--- config.mk ---
export PLATFORM = sky130hd
export DESIGN_NAME = ysyx_201979054_div_unit
export DESIGN_NICKNAME = d
export VERILOG_FILES = /design/src/rtl/ysyx_201979054_div_pkg.sv /design/src/rtl/ysyx_201979054_div_core.sv /design/src/rtl/ysyx_201979054_div_unit.sv
export SDC_FILE = /design/constraint.sdc
export NUM_CORES = 1
export LEC_CHECK = 0
export BUFFER_PORTS_ARGS = -buffer_cell sky130_fd_sc_hd__buf_4
export CAP_MARGIN = 20
export CORE_MARGIN = 2
export CORE_UTILIZATION = 55
export DETAILED_ROUTE_END_ITERATION = 7
export PLACE_DENSITY = 0.84
export SETUP_SLACK_MARGIN = 0.02
export SLEW_MARGIN = 20
export SYNTH_ARGS = -nofsm -noshare
export SYNTH_HDL_FRONTEND = slang
export SYNTH_SLANG_ARGS = --single-unit
--- constraint.sdc ---
create_clock -name clk -period 4.6 [get_ports clk]
set_input_delay 0.46 -clock clk [delete_from_list [all_inputs] [get_ports clk]]
set_output_delay 0.46 -clock clk [all_outputs]
set_load 0.005 [all_outputs]
--- src/rtl/ysyx_201979054_div_pkg.sv ---
// ysyx_201979054_div_pkg: shared op/state encodings and sizing constants for the RV64M divider
package ysyx_201979054_div_pkg;
   typedef enum logic [1:0] {DIV = 2'b00, DIVU = 2'b01, REM = 2'b10, REMU = 2'b11} div_op_t;
   typedef enum logic [1:0] {IDLE = 2'b00, CALC = 2'b01, DONE = 2'b10} div_state_t;
   localparam int DIV_DATA_W = 64;
   localparam int CNT_W = $clog2(DIV_DATA_W + 1);
endpackage

--- src/rtl/ysyx_201979054_div_core.sv ---
// ysyx_201979054_div_core: unsigned radix-2 restoring divider, one quotient bit per step
module ysyx_201979054_div_core
   import ysyx_201979054_div_pkg::*;
#(
   parameter int DATA_WIDTH = DIV_DATA_W,
   parameter int CW = CNT_W
) (
   input  logic                  clk,
   input  logic                  arst,
   input  logic                  load,
   input  logic                  step,
   input  logic [DATA_WIDTH-1:0] dividend,
   input  logic [DATA_WIDTH-1:0] divisor,
   input  logic [CW-1:0]         count,
   output logic [DATA_WIDTH-1:0] quotient,
   output logic [DATA_WIDTH-1:0] remainder,
   output logic                  done
);
   localparam int W = DATA_WIDTH;
   logic [W-1:0]  rem_q, quo_q, div_q;
   logic [CW-1:0] cnt_q;
   logic [W:0]    shifted, diff;

   // trial subtraction of the divisor from the partial remainder shifted by one bit
   always_comb begin
      shifted = {rem_q, quo_q[W-1]};
      diff = shifted - {1'b0, div_q};
   end

   // load operands, then shift-subtract-restore while the counter runs down
   always_ff @(posedge clk) begin
      if (arst) begin
         rem_q <= '0;
         quo_q <= '0;
         div_q <= '0;
         cnt_q <= '0;
      end else if (load) begin
         rem_q <= '0;
         quo_q <= dividend;
         div_q <= divisor;
         cnt_q <= count;
      end else if (step && cnt_q != '0) begin
         rem_q <= diff[W] ? shifted[W-1:0] : diff[W-1:0];
         quo_q <= {quo_q[W-2:0], ~diff[W]};
         cnt_q <= cnt_q - CW'(1);
      end
   end

   assign quotient = quo_q;
   assign remainder = rem_q;
   assign done = cnt_q == CW'(1);
endmodule

--- src/rtl/ysyx_201979054_div_unit.sv ---
// ysyx_201979054_div_unit: multi-cycle DIV/DIVU/REM/REMU unit; DIV_WORD_OPS_EN adds the *W forms via i_word
module ysyx_201979054_div_unit
   import ysyx_201979054_div_pkg::*;
#(
   parameter int DATA_WIDTH = DIV_DATA_W
) (
   input  logic                  clk,
   input  logic                  arst,
   input  logic                  i_start,
   input  logic [1:0]            i_op,
`ifdef DIV_WORD_OPS_EN
   input  logic                  i_word,
`endif
   input  logic [DATA_WIDTH-1:0] i_dividend,
   input  logic [DATA_WIDTH-1:0] i_divisor,
   input  logic                  i_kill,
   output logic                  o_busy,
   output logic                  o_done,
   output logic [DATA_WIDTH-1:0] o_result
);
   localparam int W = DATA_WIDTH;
   localparam int CW = $clog2(DATA_WIDTH + 1);
   localparam logic [W-1:0] MIN = {1'b1, {(W-1){1'b0}}};
   div_state_t    state, state_nx;
   div_op_t       op_in, op_q;
   logic          sgn, sa, sb, div0_in, ovf_in, accept, last;
   logic          neg_q, neg_r, div0_q, ovf_q;
   logic [W-1:0]  a_ext, b_ext, abs_a, abs_b, core_a, a_q, quo, rem;
   logic [W-1:0]  q_fix, r_fix, res_raw, res_fix, res_q;
   logic [CW-1:0] core_cnt;
`ifdef DIV_WORD_OPS_EN
   logic          word_q;
`endif

   // extend operands, take magnitudes and signs, and spot the special cases at start
   always_comb begin
      op_in = div_op_t'(i_op);
      sgn = op_in == DIV || op_in == REM;
`ifdef DIV_WORD_OPS_EN
      a_ext = i_word ? (sgn ? {{(W-32){i_dividend[31]}}, i_dividend[31:0]} : {{(W-32){1'b0}}, i_dividend[31:0]}) : i_dividend;
      b_ext = i_word ? (sgn ? {{(W-32){i_divisor[31]}}, i_divisor[31:0]} : {{(W-32){1'b0}}, i_divisor[31:0]}) : i_divisor;
      div0_in = i_word ? (i_divisor[31:0] == 32'd0) : (i_divisor == '0);
      ovf_in = sgn && (i_word ? (i_dividend[31:0] == 32'h8000_0000 && i_divisor[31:0] == 32'hFFFF_FFFF)
                              : (i_dividend == MIN && i_divisor == '1));
      core_cnt = i_word ? CW'(32) : CW'(W);
`else
      a_ext = i_dividend;
      b_ext = i_divisor;
      div0_in = i_divisor == '0;
      ovf_in = sgn && i_dividend == MIN && i_divisor == '1;
      core_cnt = CW'(W);
`endif
      sa = sgn && a_ext[W-1];
      sb = sgn && b_ext[W-1];
      abs_a = sa ? -a_ext : a_ext;
      abs_b = sb ? -b_ext : b_ext;
`ifdef DIV_WORD_OPS_EN
      core_a = i_word ? abs_a << 32 : abs_a;
`else
      core_a = abs_a;
`endif
   end

   // state register
   always_ff @(posedge clk) begin
      if (arst) state <= IDLE;
      else state <= state_nx;
   end

   // next state, request acceptance and handshake outputs; a kill suppresses the done pulse
   always_comb begin
      state_nx = state;
      accept = 1'b0;
      o_done = 1'b0;
      o_busy = state != IDLE;
      if (state == IDLE) begin
         accept = i_start && !i_kill;
         state_nx = accept ? ((div0_in || ovf_in) ? DONE : CALC) : IDLE;
      end else if (state == CALC) begin
         state_nx = i_kill ? IDLE : (last ? DONE : CALC);
      end else begin
         o_done = !i_kill;
         state_nx = IDLE;
      end
   end

   // capture operand context on accept; commit the result when the done pulse fires
   always_ff @(posedge clk) begin
      if (arst) begin
         op_q <= DIV;
         a_q <= '0;
         neg_q <= 1'b0;
         neg_r <= 1'b0;
         div0_q <= 1'b0;
         ovf_q <= 1'b0;
         res_q <= '0;
`ifdef DIV_WORD_OPS_EN
         word_q <= 1'b0;
`endif
      end else begin
         if (accept) begin
            op_q <= op_in;
            a_q <= a_ext;
            neg_q <= sa ^ sb;
            neg_r <= sa;
            div0_q <= div0_in;
            ovf_q <= ovf_in;
`ifdef DIV_WORD_OPS_EN
            word_q <= i_word;
`endif
         end
         if (o_done) res_q <= res_fix;
      end
   end

   // sign fix-up, special-case override and result selection; the held value shows otherwise
   always_comb begin
      q_fix = div0_q ? '1 : (ovf_q ? a_q : (neg_q ? -quo : quo));
      r_fix = div0_q ? a_q : (ovf_q ? '0 : (neg_r ? -rem : rem));
      res_raw = (op_q == REM || op_q == REMU) ? r_fix : q_fix;
`ifdef DIV_WORD_OPS_EN
      res_fix = word_q ? {{(W-32){res_raw[31]}}, res_raw[31:0]} : res_raw;
`else
      res_fix = res_raw;
`endif
      o_result = o_done ? res_fix : res_q;
   end

   ysyx_201979054_div_core #(.DATA_WIDTH(W), .CW(CW)) u_core (
      .clk       (clk),
      .arst      (arst),
      .load      (accept),
      .step      (state == CALC),
      .dividend  (core_a),
      .divisor   (abs_b),
      .count     (core_cnt),
      .quotient  (quo),
      .remainder (rem),
      .done      (last)
   );
endmodule

==> results of run 1 <==
==> critical path: stages, from the launching register on <==
cell      delay (ns)
dfxtp_2         0.35
or4_4           0.56
or4_4           0.45
or3_4           0.39
or3_4           0.37
o31ai_4         0.23
xor2_1          0.17
o22ai_1         0.09
a222oi_1        0.49
o21ai_1         0.20
buf_4           0.18
==> final cells by class <==
type                       count  area share, %
clock inverter                18           1.02
inverter                     106           1.45
sequential                   334           24.3
tap                          585           2.66
timing repair buffer         260           7.44
multi-input combinational   2654           59.0
clock buffer                  51           4.12
==> flip-flops by register name (all words and copies together) (netlist names) <==
signal and count:
res_q 64, u_core.div_q 64, neg_q 1, u_core.cnt_q 7, ovf_q 1, u_core.quotient 64
u_core.remainder 64, a_q 64, state 2, div0_q 1, op_q 1, neg_r 1
==> worst min path at each step <==
stage | from | to | slack [ns] | cells past startpoint
floorplan | u_core.div_q[17]$_SDFFE_PP0P_ | u_core.div_q[17]$_SDFFE_PP0P_ | 0.43 | 2
global placement | u_core.div_q[63]$_SDFFE_PP0P_ | u_core.div_q[63]$_SDFFE_PP0P_ | 0.44 | 2
detailed placement | u_core.div_q[17]$_SDFFE_PP0P_ | u_core.div_q[17]$_SDFFE_PP0P_ | 0.45 | 2
CTS | i_dividend[59] | a_q[59]$_SDFFE_PP0P_ | 0.14 | 3
global route | i_dividend[59] | a_q[59]$_SDFFE_PP0P_ | 0.16 | 3
finish | i_dividend[59] | a_q[59]$_SDFFE_PP0P_ | 0.15 | 3
==> kinds of logic after synthesis <==
logic type	Yosys count	share of synthesized area [%]
AOI/OAI and AO/OA	1043	27.7
xor gates and xnor gates	303	11.0
adders and majority gates	73	3.83
buffers and inverters	350	5.53
DFF	334	27.8
muxes	18	0.759
and+or+nand+nor	1217	23.4
==> metrics by stage <==
stage	utilization [%]	hold slack, ns	power, mW	cells	setup TNS [ns]
global placement	60.2	0.440	5.38	3938	0
CTS	63.5	0.135	8.82	4008	0
detailed placement	60.2	0.446	5.40	3938	0
finish	63.7	0.147	8.88	4008	0
floorplan	-	0.432	4.75	3338	0
global route	63.7	0.160	9.23	4008	-0.0588
==> Yosys cell counts, types with 27 or more instances <==
cell,n
a211oi_1,77
a21o_1,27
a21oi_1,324
a311oi_1,59
a31oi_1,32
clkbuf_1,216
dfxtp_1,334
ha_1,72
inv_1,104
nand2_1,462
nand2b_1,40
nand3_1,56
nand4_1,46
nor2_1,319
nor2b_1,63
nor3_1,67
nor4_1,33
o21ai_0,224
o22ai_1,42
o31ai_1,65
o41ai_1,27
or3_1,35
or4_1,29
xnor2_1,147
xor2_1,156
==> where the power goes <==
group,switching [mW],internal (mW)
Sequential,0.166,3.03
Clock,1.30,2.13
Combinational,1.37,0.879
==> per-layer routing <==
layer / track usage (%) / vias to the layer above
met5: 0 / -
met4: 14.1 / 0
met3: 4.90 / 194
met2: 49.6 / 1378
met1: 47.6 / 11600
li1: - / 12100
==> timing repair <==
action,CTS,global route
endpoints found under the setup margin,7,16
hold buffers,0,0
pin swaps,3,6
resized for setup,8,14
buffers inserted,1,0
==> results.toml, run 1 <==
[outcome]
status = "finished with violations"
violations = "design-rule violations"

[sta]
setup_ws_ns = 0.0875
final-hold-violation-count = 0
tightest_slew_ns = 1.11
fmaxAchievable_ghz = 0.222
maxSlewViolCount = 0
setup_violations = 0
finalCritPeriodShare_pct = 98.1
rsz0062_at_grt = "true"
fin_crit_ns = 4.51
slew_headroom_pct = 25.8
fin_skew_ns = 0.0195

[yosys]
yosys_warnings = 0
synthesis.nets = 3545
netlist_instances = 3338
ys_seq_area_share_pct = 27.8
synth_top_cells_by_area = "dfxtp_1, nand2_1, a21oi_1, xor2_1, xnor2_1"
synth_top_area_share_pct = 27.8
ys_ff_latch = 334
yosysTopAreaCell = "dfxtp_1"
yosysUniqueCellTypes = 85
synth-async-reset-ratio_pct = 0
netlist_area_mm2 = 0.0241
synth.avg_cell_area_um2 = 7.21
synth_edf_count = 0
synth_top_flop_cell = "dfxtp_1"

[detailed_routing]
viasPerCell = 6.31
dr_wl_met2_um = 33400
detail-route-antenna-nets = 0
route.vias.total = 25300
drc = 4
dr.first_iter.drc_count = 3420
dr.pass1.iters = 8
wl_met1_um = 33200
wl_met3_um = 8290
wire_per_inst_um = 19.4
drt-total-wl_um = 77800
top_layer = "met4"

[worst_setup_path]
cp-endpoint = "o_result[58]"
rr_worst_depth = 13
crit_required_ns = 4.14
critPathLaunchType = "register"
crit_fanout = 7
path_class = "reg2out"
setup.worst_path.start = "u_core.quotient[10]$_SDFFE_PP0P_"
critPathCaptureType = "primary output"
r2r_start = "u_core.remainder[32]$_SDFFE_PP0P_"
timing.rr.end = "u_core.remainder[12]$_SDFFE_PP0P_"
arrival_ns = 4.05
reg2reg_slack_ns = 0.73

[clock_network]
cts_buffers = 39
insertion_delay_ns = 0.56
cts_tree = "done"
cts_root_buf = "clkbuf_16"
cts.path.max_buffers = 3
cts_max_level = 2
clkSinkCount = 334
clk_pin_slew_ns = 0.06

[floorplan]
die_h_um = 213
start_util_pct = 55.7
dieArea_mm2 = 0.0454
die_w_um = 213
placementRows = 76
design.portCount = 200
core_region_area_mm2 = 0.0432

[power]
peakVddDrop_v = 0.000249
power_density_mw_per_mm2 = 323
p_leak_nw = 10.5

[worst_hold_path]
hold_path.class = "in2reg"

[layout]
stdcell_area_mm2 = 0.0275
regArea_mm2 = 0.00669
final_common_cell = "nand2_1"
multi_input_area_mm2 = 0.0162
area_growth_pct = 14.3
drive_above_1_share_pct = 11.4
n_antenna_cell = 0
final_cell_mix = "nand2_1, dfxtp_1, a21oi_1"
fill_cells = 3856
fin_nets = 3602

[flow_run]
cap_violations = 0

[global_route]
grt_pass1_vias = 22500
grt_first_pass_wirelength_um = 122000
grt_max_degree = 192
antenna_found_initial = 0
overflow = 0
grt_usage_pct = 33.2

[placed_design]
port_buffers = 199
post-place-ws_ns = 0.439
dp_hpwl_um = 55600
dpl-instance-area_mm2 = 0.0260
place.gp.congestion = 0.998
Note: power is estimated with default switching activity, not from simulation.
==> run 2, diff against run 1 <==
--- a/config.mk
+++ b/config.mk
@@ -10,6 +10,7 @@
 export CORE_MARGIN = 2
 export CORE_UTILIZATION = 55
 export DETAILED_ROUTE_END_ITERATION = 7
+export GPL_TIMING_DRIVEN = 0
 export PLACE_DENSITY = 0.84
 export SETUP_SLACK_MARGIN = 0.02
 export SLEW_MARGIN = 20
==> results.toml, run 2 (synthesis results as in run 1) <==
[floorplan]
placementRows = 76
design.portCount = 200
start_util_pct = 55.7
dieArea_mm2 = 0.0454
die_h_um = 213
die_w_um = 213
core_region_area_mm2 = 0.0432

[power]
peakVddDrop_v = 0.000233
power_density_mw_per_mm2 = 313
p_leak_nw = 10.5

[detailed_routing]
route.vias.total = 27200
drt-total-wl_um = 98500
detail-route-antenna-nets = 0
dr.pass1.iters = 8
drc = 2
dr.first_iter.drc_count = 3780
wire_per_inst_um = 23.4
viasPerCell = 6.47

[outcome]
status = "finished with violations"
violations = "design-rule violations, negative setup slack"

[global_route]
grt_usage_pct = 42.1
use_met2_pct = 63.6
met1_usage_pct = 51.8
grt_first_pass_wirelength_um = 145000
top_usage_layer = "met2"
grt_pass1_vias = 25000
overflow = 0
antenna_found_initial = 2
grt_max_degree = 14
gr-usage-met3_pct = 10.6

[clock_network]
clkSinkCount = 334
cts_tree = "done"
clk_pin_slew_ns = 0.06
cts_max_level = 2
insertion_delay_ns = 0.60
cts.path.max_buffers = 3
cts_buffers = 39
cts_root_buf = "clkbuf_16"
cts_hold_buf = 0

[layout]
drive_above_1_share_pct = 9.96
stdcell_area_mm2 = 0.0279
final_common_cell = "nand2_1"
final_cell_mix = "nand2_1, dfxtp_1, a21oi_1"
fin_nets = 3795
utilization_pct = 64.7
area_growth_pct = 16.1

[worst_setup_path]
crit_fanout = 5
arrival_ns = 4.28
critPathLaunchType = "register"
crit_required_ns = 4.14
critPathCaptureType = "primary output"
path_class = "reg2out"

[placed_design]
port_buffers = 197
dp_hpwl_um = 73900
dpl-instance-area_mm2 = 0.0263
place.gp.congestion = 1.04

[flow_run]
cap_violations = 0

[sta]
fin_crit_ns = 4.74
rsz0062_at_grt = "true"
setup_violations = 4
tightest_slew_ns = 1.25
fmaxAchievable_ghz = 0.211
final-hold-violation-count = 0
slew_headroom_pct = 16.9
setup_ws_ns = -0.141
maxSlewViolCount = 0
finalCritPeriodShare_pct = 103
fin_skew_ns = 0.0268

[worst_hold_path]
hold_path.class = "in2reg"
-- run 2: cell types whose count changed in the layout (fill, tap and decap cells not counted), sizes merged --
cell and delta:
bufinv -5, clkinvlp -2, diode +1, clkbuf +218
buf -23, clkinv +3
-- run 2: timing repair --
| item | in CTS | in global routing |
|---|---|---|
| gates cloned | 1 | 0 |
| gates resized for setup | 38 | 32 |
| buffers inserted | 9 | 3 |
| pin swaps | 10 | 11 |
| setup endpoints to repair | 90 | 56 |
-- run 2: final timing paths --
kind                                     from                         endpoint  slack [ns]  depth (start not counted)
min                            i_dividend[17]             a_q[17]$_SDFFE_PP0P_        0.12                          3
min reg2reg     u_core.div_q[54]$_SDFFE_PP0P_    u_core.div_q[54]$_SDFFE_PP0P_        0.46                          2
max          u_core.quotient[11]$_SDFFE_PP0P_                     o_result[29]       -0.14                          9
max reg2reg  u_core.quotient[63]$_SDFFE_PP0P_  u_core.quotient[0]$_SDFFE_PP0P_        0.17                         14
-- run 2: layer usage --
metal	wire, um	up-vias
met1	36500	12300
met5	15	-
met2	41400	1877
met3	12200	461
met4	8390	2
li1	-	12500
-- run 2: power breakdown --
part           switching [mW]  internal, mW  total (mW)  leakage [nW]
logic                    1.52         0.884        2.40          7.17
clock network            1.36          1.79        3.15         0.614
registers               0.174          3.03        3.20          2.72
-- run 2: worst max-delay path, stage by stage (launching register included) --
cell and delay [ns]:
dfxtp_4 0.34, or4_4 0.53, or4_4 0.46, nor3_1 0.56, a21boi_0 0.23, xnor2_1 0.19, o21ai_0 0.16, a222oi_1 0.09
o21ai_0 0.87, buf_4 0.25
-- run 2: area by class of cell --
class / count / area, um^2
inverters: 106 / 398
flip-flops and latches: 334 / 6700
repair buffers: 210 / 1570
clock buffers: 53 / 1100
diodes: 1 / 2.50
fillers: 4037 / 15200
plain buffers: 243 / 957
well taps: 585 / 732
multi-input cells: 2654 / 16300
clock inverters: 14 / 145
-- run 2: metrics by stage --
stage          total power, mW  cells  setup WS (ns)  setup TNS [ns]  hold slack (ns)
3_3_place_gp              5.48   4120         -0.556          -21.10            0.441
3_5_place_dp              5.49   4120         -0.632          -24.97            0.450
2_1_floorplan             4.75   3338           1.01               0            0.432
6_report                  8.75   4200         -0.141          -0.271            0.124
4_1_cts                   8.60   4196        -0.0624          -0.150            0.131
5_1_grt                   9.04   4199         -0.129          -0.463            0.136
